File: src/rtl/series_pkg.sv
`default_nettype none
// ============================================================================
//  Module      : series_pkg
//  Description : Shared defaults, fixed-point one and sine-series coefficient
//                builder for the Taylor-series evaluation unit. Imported by
//                both the controller and the datapath so N_TERMS agrees.
//  Revision    : 1.0 - initial release
// ============================================================================
package series_pkg;

    localparam int WIDTH_DEF   = 16;
    localparam int FRAC_DEF    = 14;
    localparam int N_TERMS_DEF = 8;
    localparam int CNT_W_DEF   = 3;

    // Fixed-point 1.0 at the default fractional width
    localparam int ONE = 1 << FRAC_DEF;

    // Sine-series coefficient 1/((2k+2)(2k+3)) in Q0.frac, truncated;
    // indices past the last term read as zero.
    function automatic int coef_calc(input int k, input int frac, input int n_terms);
        if (k >= n_terms) begin
            return 0;
        end
        return (1 << frac) / ((2 * k + 2) * (2 * k + 3));
    endfunction

endpackage
`default_nettype wire

File: src/rtl/series_datapath_if.sv
`default_nettype none
// ============================================================================
//  Module      : series_datapath_if
//  Description : Strobe/status bundle between the series controller (master)
//                and the series datapath (slave).
//  Revision    : 1.0 - initial release
// ============================================================================
interface series_datapath_if
    import series_pkg::*;
#(
    parameter int WIDTH = WIDTH_DEF
) ();

    logic signed [WIDTH-1:0] x_in;
    logic                    ld_x;
    logic                    init_t;
    logic                    ld_t;
    logic                    init_r;
    logic                    ld_r;
    logic                    z_c;
    logic                    en_c;
    logic                    s_mux;
    logic                    s_signop;
    logic                    co;
    logic                    flag;
    logic signed [WIDTH-1:0] result;

    modport master (
        output x_in, ld_x, init_t, ld_t, init_r, ld_r, z_c, en_c, s_mux, s_signop,
        input  co, flag, result
    );

    modport slave (
        input  x_in, ld_x, init_t, ld_t, init_r, ld_r, z_c, en_c, s_mux, s_signop,
        output co, flag, result
    );

endinterface
`default_nettype wire

File: src/rtl/series_coef_rom.sv
`default_nettype none
// ============================================================================
//  Module      : series_coef_rom
//  Description : Combinational coefficient lookup indexed by the term counter.
//                Table contents are constants built from the package function.
//  Revision    : 1.0 - initial release
// ============================================================================
module series_coef_rom
    import series_pkg::*;
#(
    parameter int WIDTH   = WIDTH_DEF,
    parameter int FRAC    = FRAC_DEF,
    parameter int N_TERMS = N_TERMS_DEF,
    parameter int CNT_W   = CNT_W_DEF
) (
    input  wire logic        [CNT_W-1:0] i_c,
    output logic signed      [WIDTH-1:0] o_coef
);

    localparam int c_DEPTH = 1 << CNT_W;

    logic signed [WIDTH-1:0] w_tab [c_DEPTH];

    // One constant entry per counter value; unused slots evaluate to zero
    for (genvar gi = 0; gi < c_DEPTH; gi++) begin : g_tab
        localparam int c_VAL = coef_calc(gi, FRAC, N_TERMS);
        assign w_tab[gi] = WIDTH'(c_VAL);
    end

    assign o_coef = w_tab[i_c];

endmodule
`default_nettype wire

File: src/rtl/series_datapath.sv
`default_nettype none
// ============================================================================
//  Module      : series_datapath
//  Description : Fixed-point datapath for the Taylor-series unit. Holds the
//                operand x, pipelined square xx, running term t, result r and
//                term counter c; driven by controller strobes.
//                Optional feature macro: SERIES_SAT_EN (saturating accumulate;
//                default build wraps modulo 2^WIDTH).
//  Revision    : 1.0 - initial release
// ============================================================================
module series_datapath
    import series_pkg::*;
#(
    parameter int WIDTH   = WIDTH_DEF,
    parameter int FRAC    = FRAC_DEF,
    parameter int N_TERMS = N_TERMS_DEF,
    parameter int CNT_W   = CNT_W_DEF
) (
    input  wire logic        clk,
    input  wire logic        rst,     // synchronous, active low
    series_datapath_if.slave bus
);

    localparam logic signed [WIDTH-1:0] c_ONE  = WIDTH'(1 << FRAC);
    localparam logic        [CNT_W-1:0] c_LAST = CNT_W'(N_TERMS - 1);

    logic signed [WIDTH-1:0] r_x;
    logic signed [WIDTH-1:0] r_xx;
    logic signed [WIDTH-1:0] r_t;
    logic signed [WIDTH-1:0] r_r;
    logic        [CNT_W-1:0] r_c;
    logic                    r_ldx_q;

    logic signed [2*WIDTH-1:0] w_sq;
    logic signed [WIDTH-1:0]   w_xx_next;
    logic signed [2*WIDTH-1:0] w_tx;
    logic signed [2*WIDTH-1:0] w_txs;
    logic signed [3*WIDTH-1:0] w_tc;
    logic signed [WIDTH-1:0]   w_t_next;
    logic signed [WIDTH-1:0]   w_coef;
    logic signed [WIDTH-1:0]   w_acc;

    series_coef_rom #(
        .WIDTH   (WIDTH),
        .FRAC    (FRAC),
        .N_TERMS (N_TERMS),
        .CNT_W   (CNT_W)
    ) u_coef_rom (
        .i_c    (r_c),
        .o_coef (w_coef)
    );

    // Full-precision products; arithmetic shifts truncate toward -inf
    assign w_sq      = (2*WIDTH)'(r_x) * (2*WIDTH)'(r_x);
    assign w_xx_next = WIDTH'(w_sq >>> FRAC);
    assign w_tx      = (2*WIDTH)'(r_t) * (2*WIDTH)'(r_xx);
    assign w_txs     = w_tx >>> FRAC;
    assign w_tc      = (3*WIDTH)'(w_txs) * (3*WIDTH)'(w_coef);
    assign w_t_next  = WIDTH'(w_tc >>> FRAC);

`ifdef SERIES_SAT_EN
    localparam logic signed [WIDTH-1:0] c_MAX = {1'b0, {(WIDTH-1){1'b1}}};
    localparam logic signed [WIDTH-1:0] c_MIN = {1'b1, {(WIDTH-1){1'b0}}};

    logic signed [WIDTH:0] w_wide;

    // One guard bit exposes overflow; clamp when the top two bits disagree
    assign w_wide = bus.s_signop ? ({r_r[WIDTH-1], r_r} - {r_t[WIDTH-1], r_t})
                                 : ({r_r[WIDTH-1], r_r} + {r_t[WIDTH-1], r_t});
    assign w_acc  = (w_wide[WIDTH] != w_wide[WIDTH-1])
                  ? (w_wide[WIDTH] ? c_MIN : c_MAX)
                  : w_wide[WIDTH-1:0];
`else
    assign w_acc  = bus.s_signop ? (r_r - r_t) : (r_r + r_t);
`endif

    // Operand load and one-cycle pipelined square of the freshly loaded x
    always_ff @(posedge clk) begin
        if (!rst) begin
            r_x     <= '0;
            r_xx    <= '0;
            r_ldx_q <= 1'b0;
        end else begin
            r_ldx_q <= bus.ld_x;
            if (bus.ld_x) begin
                r_x <= bus.x_in;
            end
            if (r_ldx_q) begin
                r_xx <= w_xx_next;
            end
        end
    end

    // Term register: init wins over the next-term update
    always_ff @(posedge clk) begin
        if (!rst) begin
            r_t <= '0;
        end else if (bus.init_t) begin
            r_t <= bus.s_mux ? c_ONE : r_x;
        end else if (bus.ld_t) begin
            r_t <= w_t_next;
        end
    end

    // Result accumulator: clear wins; accumulate uses the pre-edge term
    always_ff @(posedge clk) begin
        if (!rst) begin
            r_r <= '0;
        end else if (bus.init_r) begin
            r_r <= '0;
        end else if (bus.ld_r) begin
            r_r <= w_acc;
        end
    end

    // Term counter: clear wins; wraps to zero after the last term
    always_ff @(posedge clk) begin
        if (!rst) begin
            r_c <= '0;
        end else if (bus.z_c) begin
            r_c <= '0;
        end else if (bus.en_c) begin
            r_c <= (r_c == c_LAST) ? '0 : r_c + 1'b1;
        end
    end

    assign bus.co     = (r_c == c_LAST);
    assign bus.flag   = (r_t == '0);
    assign bus.result = r_r;

endmodule
`default_nettype wire

File: src/flat_wrapper.sv
// flat-port wrapper written by rule: the top's interface ports become plain ports
module series_datapath_flat import series_pkg::*;
#(
    parameter int WIDTH   = WIDTH_DEF,
    parameter int FRAC    = FRAC_DEF,
    parameter int N_TERMS = N_TERMS_DEF,
    parameter int CNT_W   = CNT_W_DEF
)
  (clk, rst, bus_x_in, bus_ld_x, bus_init_t, bus_ld_t, bus_init_r, bus_ld_r, bus_z_c, bus_en_c, bus_s_mux, bus_s_signop, bus_co, bus_flag, bus_result);
  series_datapath_if #(.WIDTH(WIDTH)) bus_i ();
  input  wire logic clk;
  input  wire logic rst;
  input wire logic [$bits(bus_i.x_in)-1:0] bus_x_in;
  input wire logic [$bits(bus_i.ld_x)-1:0] bus_ld_x;
  input wire logic [$bits(bus_i.init_t)-1:0] bus_init_t;
  input wire logic [$bits(bus_i.ld_t)-1:0] bus_ld_t;
  input wire logic [$bits(bus_i.init_r)-1:0] bus_init_r;
  input wire logic [$bits(bus_i.ld_r)-1:0] bus_ld_r;
  input wire logic [$bits(bus_i.z_c)-1:0] bus_z_c;
  input wire logic [$bits(bus_i.en_c)-1:0] bus_en_c;
  input wire logic [$bits(bus_i.s_mux)-1:0] bus_s_mux;
  input wire logic [$bits(bus_i.s_signop)-1:0] bus_s_signop;
  output wire logic [$bits(bus_i.co)-1:0] bus_co;
  output wire logic [$bits(bus_i.flag)-1:0] bus_flag;
  output wire logic [$bits(bus_i.result)-1:0] bus_result;
  assign bus_i.x_in = bus_x_in;
  assign bus_i.ld_x = bus_ld_x;
  assign bus_i.init_t = bus_init_t;
  assign bus_i.ld_t = bus_ld_t;
  assign bus_i.init_r = bus_init_r;
  assign bus_i.ld_r = bus_ld_r;
  assign bus_i.z_c = bus_z_c;
  assign bus_i.en_c = bus_en_c;
  assign bus_i.s_mux = bus_s_mux;
  assign bus_i.s_signop = bus_s_signop;
  assign bus_co = bus_i.co;
  assign bus_flag = bus_i.flag;
  assign bus_result = bus_i.result;
  series_datapath #(.WIDTH(WIDTH), .FRAC(FRAC), .N_TERMS(N_TERMS), .CNT_W(CNT_W)) u_core (.clk(clk), .rst(rst), .bus(bus_i));
endmodule
File: config.mk
export PLATFORM = sky130hd
export DESIGN_NAME = series_datapath_flat
export DESIGN_NICKNAME = d
export VERILOG_FILES = /design/src/rtl/series_pkg.sv /design/src/rtl/series_datapath_if.sv /design/src/rtl/series_coef_rom.sv /design/src/rtl/series_datapath.sv /design/src/flat_wrapper.sv
export SDC_FILE = /design/constraint.sdc
export NUM_CORES = 2
export LEC_CHECK = 0
export CAP_MARGIN = 20
export CORE_ASPECT_RATIO = 1.2
export CORE_MARGIN = 1
export CORE_UTILIZATION = 40
export DETAILED_ROUTE_END_ITERATION = 7
export GPL_TIMING_DRIVEN = 0
export PLACE_DENSITY = 0.53
export SYNTH_ARGS = -nofsm -noshare
export SYNTH_HDL_FRONTEND = slang
export SYNTH_SLANG_ARGS = --single-unit
File: constraint.sdc
create_clock -name clk -period 17.3 [get_ports clk]
set_input_delay 2.595 -clock clk [delete_from_list [all_inputs] [get_ports clk]]
set_output_delay 2.595 -clock clk [all_outputs]
set_load 0.005 [all_outputs]
==> qor.yml <==
run_status:
  status: "finished, final reports clean"
global_route:
  antenna_found_initial: 1
  grt_max_degree: 13
  grt_usage_pct: 21.9
  grt_pass1_wl_um: 121000
  grt_pass1_vias: 22500
  grt-ovfl-total: 0
synth:
  yosys-top-cells-area: "fa_1 (46%), ha_1 (12%), inv_1 (11%)"
  yosysWarnings: 0
  synth-seq-area-share_pct: 4.75
  ys_ff_latch: 68
  synth_area_um2: 28600
  synth_area_per_cell_um2: 8.99
  synth_edf_count: 0
  synth_top_cell_by_area: "fa_1"
  synth_cells: 3188
  async_flop_share_pct: 0
  ys_types: 77
  ys.flop_type: "dfxtp_1"
  synth_nets: 4150
  synth.top_cell.area_share_pct: 46.3
finish:
  stdcell_count: 4175
  final_cell_mix: "inv_1 (833), fa_1 (662), nand2_1 (294), ha_1 (273), nor2_1 (236)"
  layout_commonest_cell: "inv_1"
  area_delta_synth_final_pct: 6.81
  drive_gt1_share_pct: 1.72
  nets: 4205
clock_tree:
  htree_levels: 3
  clk_pin_slew_ns: 0.06
  clkLatencyLatePin_ns: 0.38
  hold_buffers: 0
  cts_inserted_buffers: 9
  cts_tree: "built"
  clk_path_buf_depth: 2
  cts_root_buf: "clkbuf_16"
  cts_sinks: 68
  post-cts-setup-buffers: 0
  ctsResizeCount: 0
worst_setup_path:
  crit_type: "reg2reg"
  path_max_fanout: 10
  worstSetupStartpoint: "u_core.r_t[7]"
  timing.rr.start: "u_core.r_t[7]"
  cpLargestDelayFamily: "adder cells"
  cp.arrival_ns: 14.45
  cp.depth: 48
  start_kind: "register"
  path_common_cell: "fa_1"
  timing.critical_path.buf_inv: 14
  max_stage_delay_ns: 1.05
  crit_end: "u_core.r_t[8]"
  r2r_end: "u_core.r_t[8]"
  crit_required_ns: 17.60
  cp-end-kind: "register"
  r2r_cells: 48
  rrSetupSlack_ns: 3.16
  cp_slowest_cell: "o311ai_0"
timing:
  max_slew_margin_pct: 20.3
  slew_viol_final: 0
  fin_crit_ns: 14.14
  period_share_pct: 81.7
  worst_pin_slew_ns: 1.18
  fmax_mhz: 70.7
  clock_skew_ns: 0.0241
  setup_tns_ns: 0
  rsz0062_at_grt: "false"
  finalSetupViolCount: 0
  finalHoldViolCount: 0
floorplan:
  fp.dieW_um: 246
  dieArea_um2: 72700
  io_pins: 45
  core_area_um2: 71000
  die_h_um: 295
  fp-row-count: 107
  start_util_pct: 40.4
placement:
  place.gp.congestion: 0.887
  place.detailed.hpwl_um: 64600
  placedCellCount: 4156
  io_buffers: 40
detailed_routing:
  wirelength_um: 74600
  ant_nets: 0
  drtIter0Drc: 1012
  routed-via-count: 20400
  dr.pass1.iters: 5
  drc_errors: 0
  avgViaCountPerCell: 4.89
  wl_per_cell_um: 17.9
worst_hold_path:
  hold_class: "reg2reg"
  min_from: "u_core.bus.result[0]"
flow_run:
  maxCapViolCount: 0
metal layers:
metal | wire length, um | vias up | GRT usage, %
met1 | 30600 | 10400 | 27.1
met3 | 2360 | 98 | 1.62
met2 | 39200 | 385 | 40.2
li1 | - | 9516 | -
met4 | 2460 | 2 | 6.88
met5 | 9 | - | 0
sequential cells by signal, summed over array words and instances, names as in the netlist:
name and cells:
u_core.bus.result 16, u_core.r_c 3, u_core.r_ldx_q 1, u_core.r_t 16
u_core.r_x 16, u_core.r_xx 16
Yosys cell counts (all sizes together) (3+ instances only):
cell / number
clkbuf: 102
a31oi: 7
and2: 147
buf: 9
o21bai: 5
a211o: 5
inv: 834
clkinv: 6
a41oi: 4
nor3b: 4
a2111oi: 4
nand3: 16
a21boi: 3
o21ai: 46
nand4: 11
a21o: 24
o21a: 13
xnor2: 84
mux2i: 46
xor2: 39
or3: 4
nand2: 294
or2: 10
o211ai: 7
nand2b: 33
and3: 7
nor3: 18
o221ai: 3
nand3b: 4
fa: 662
o211a: 3
ha: 273
nor2: 236
a211oi: 10
nor2b: 37
o31ai: 3
dfxtp: 68
o311ai: 4
a21oi: 78
stage by stage:
step | setup slack, ns | hold WS, ns | util, % | area [um2]
after floorplan | 5.66 | 0.479 | - | 28600
after global placement | 3.18 | 0.490 | 42.6 | 30200
after detailed placement | 3.16 | 0.491 | 42.6 | 30200
after CTS | 3.16 | 0.499 | 43.1 | 30600
after global routing | 2.48 | 0.528 | 43.1 | 30600
final | 3.16 | 0.494 | 43.1 | 30600
final cells by class:
cell class,count,area [um2]
Tap cell,926,1160
Timing Repair Buffer,44,430
Buffer,111,427
Fill cell,7210,40400
Antenna cell,1,2.50
Inverter,840,3150
Clock inverter,5,108
Sequential cell,68,1360
Multi-Input combinational cell,2169,23700
Clock buffer,11,253
logic make-up after synthesis:
family | synth area share [%]
DFF | 4.75
adders and majority gates | 58.2
xor gates and xnor gates | 3.85
AOI/OAI and AO/OA | 5.62
and+or+nand+nor | 13.4
muxes | 1.69
buffers and inverters | 12.5
how the worst min path moves through the flow:
stage	endpoint	slack, ns	cells past startpoint
after detailed placement	u_core.bus.result[0]	0.49	2
after floorplan	u_core.bus.result[3]	0.48	2
final	u_core.bus.result[0]	0.49	2
after global placement	u_core.bus.result[0]	0.49	2
after CTS	u_core.bus.result[0]	0.50	2
after global routing	u_core.bus.result[2]	0.53	2
worst register-to-register path: cells and delay by family, from the launching register on:
family	cells	cell delay, ns
DFF	1	0.36
AOI/OAI and AO/OA	13	3.98
adders and majority gates	14	6.27
buffers and inverters	14	2.21
and+or+nand+nor	6	1.00
xor gates and xnor gates	1	0.26
Power is not shown: default switching activity piles up to over one toggle a cycle in this logic, so the estimate is an artifact.
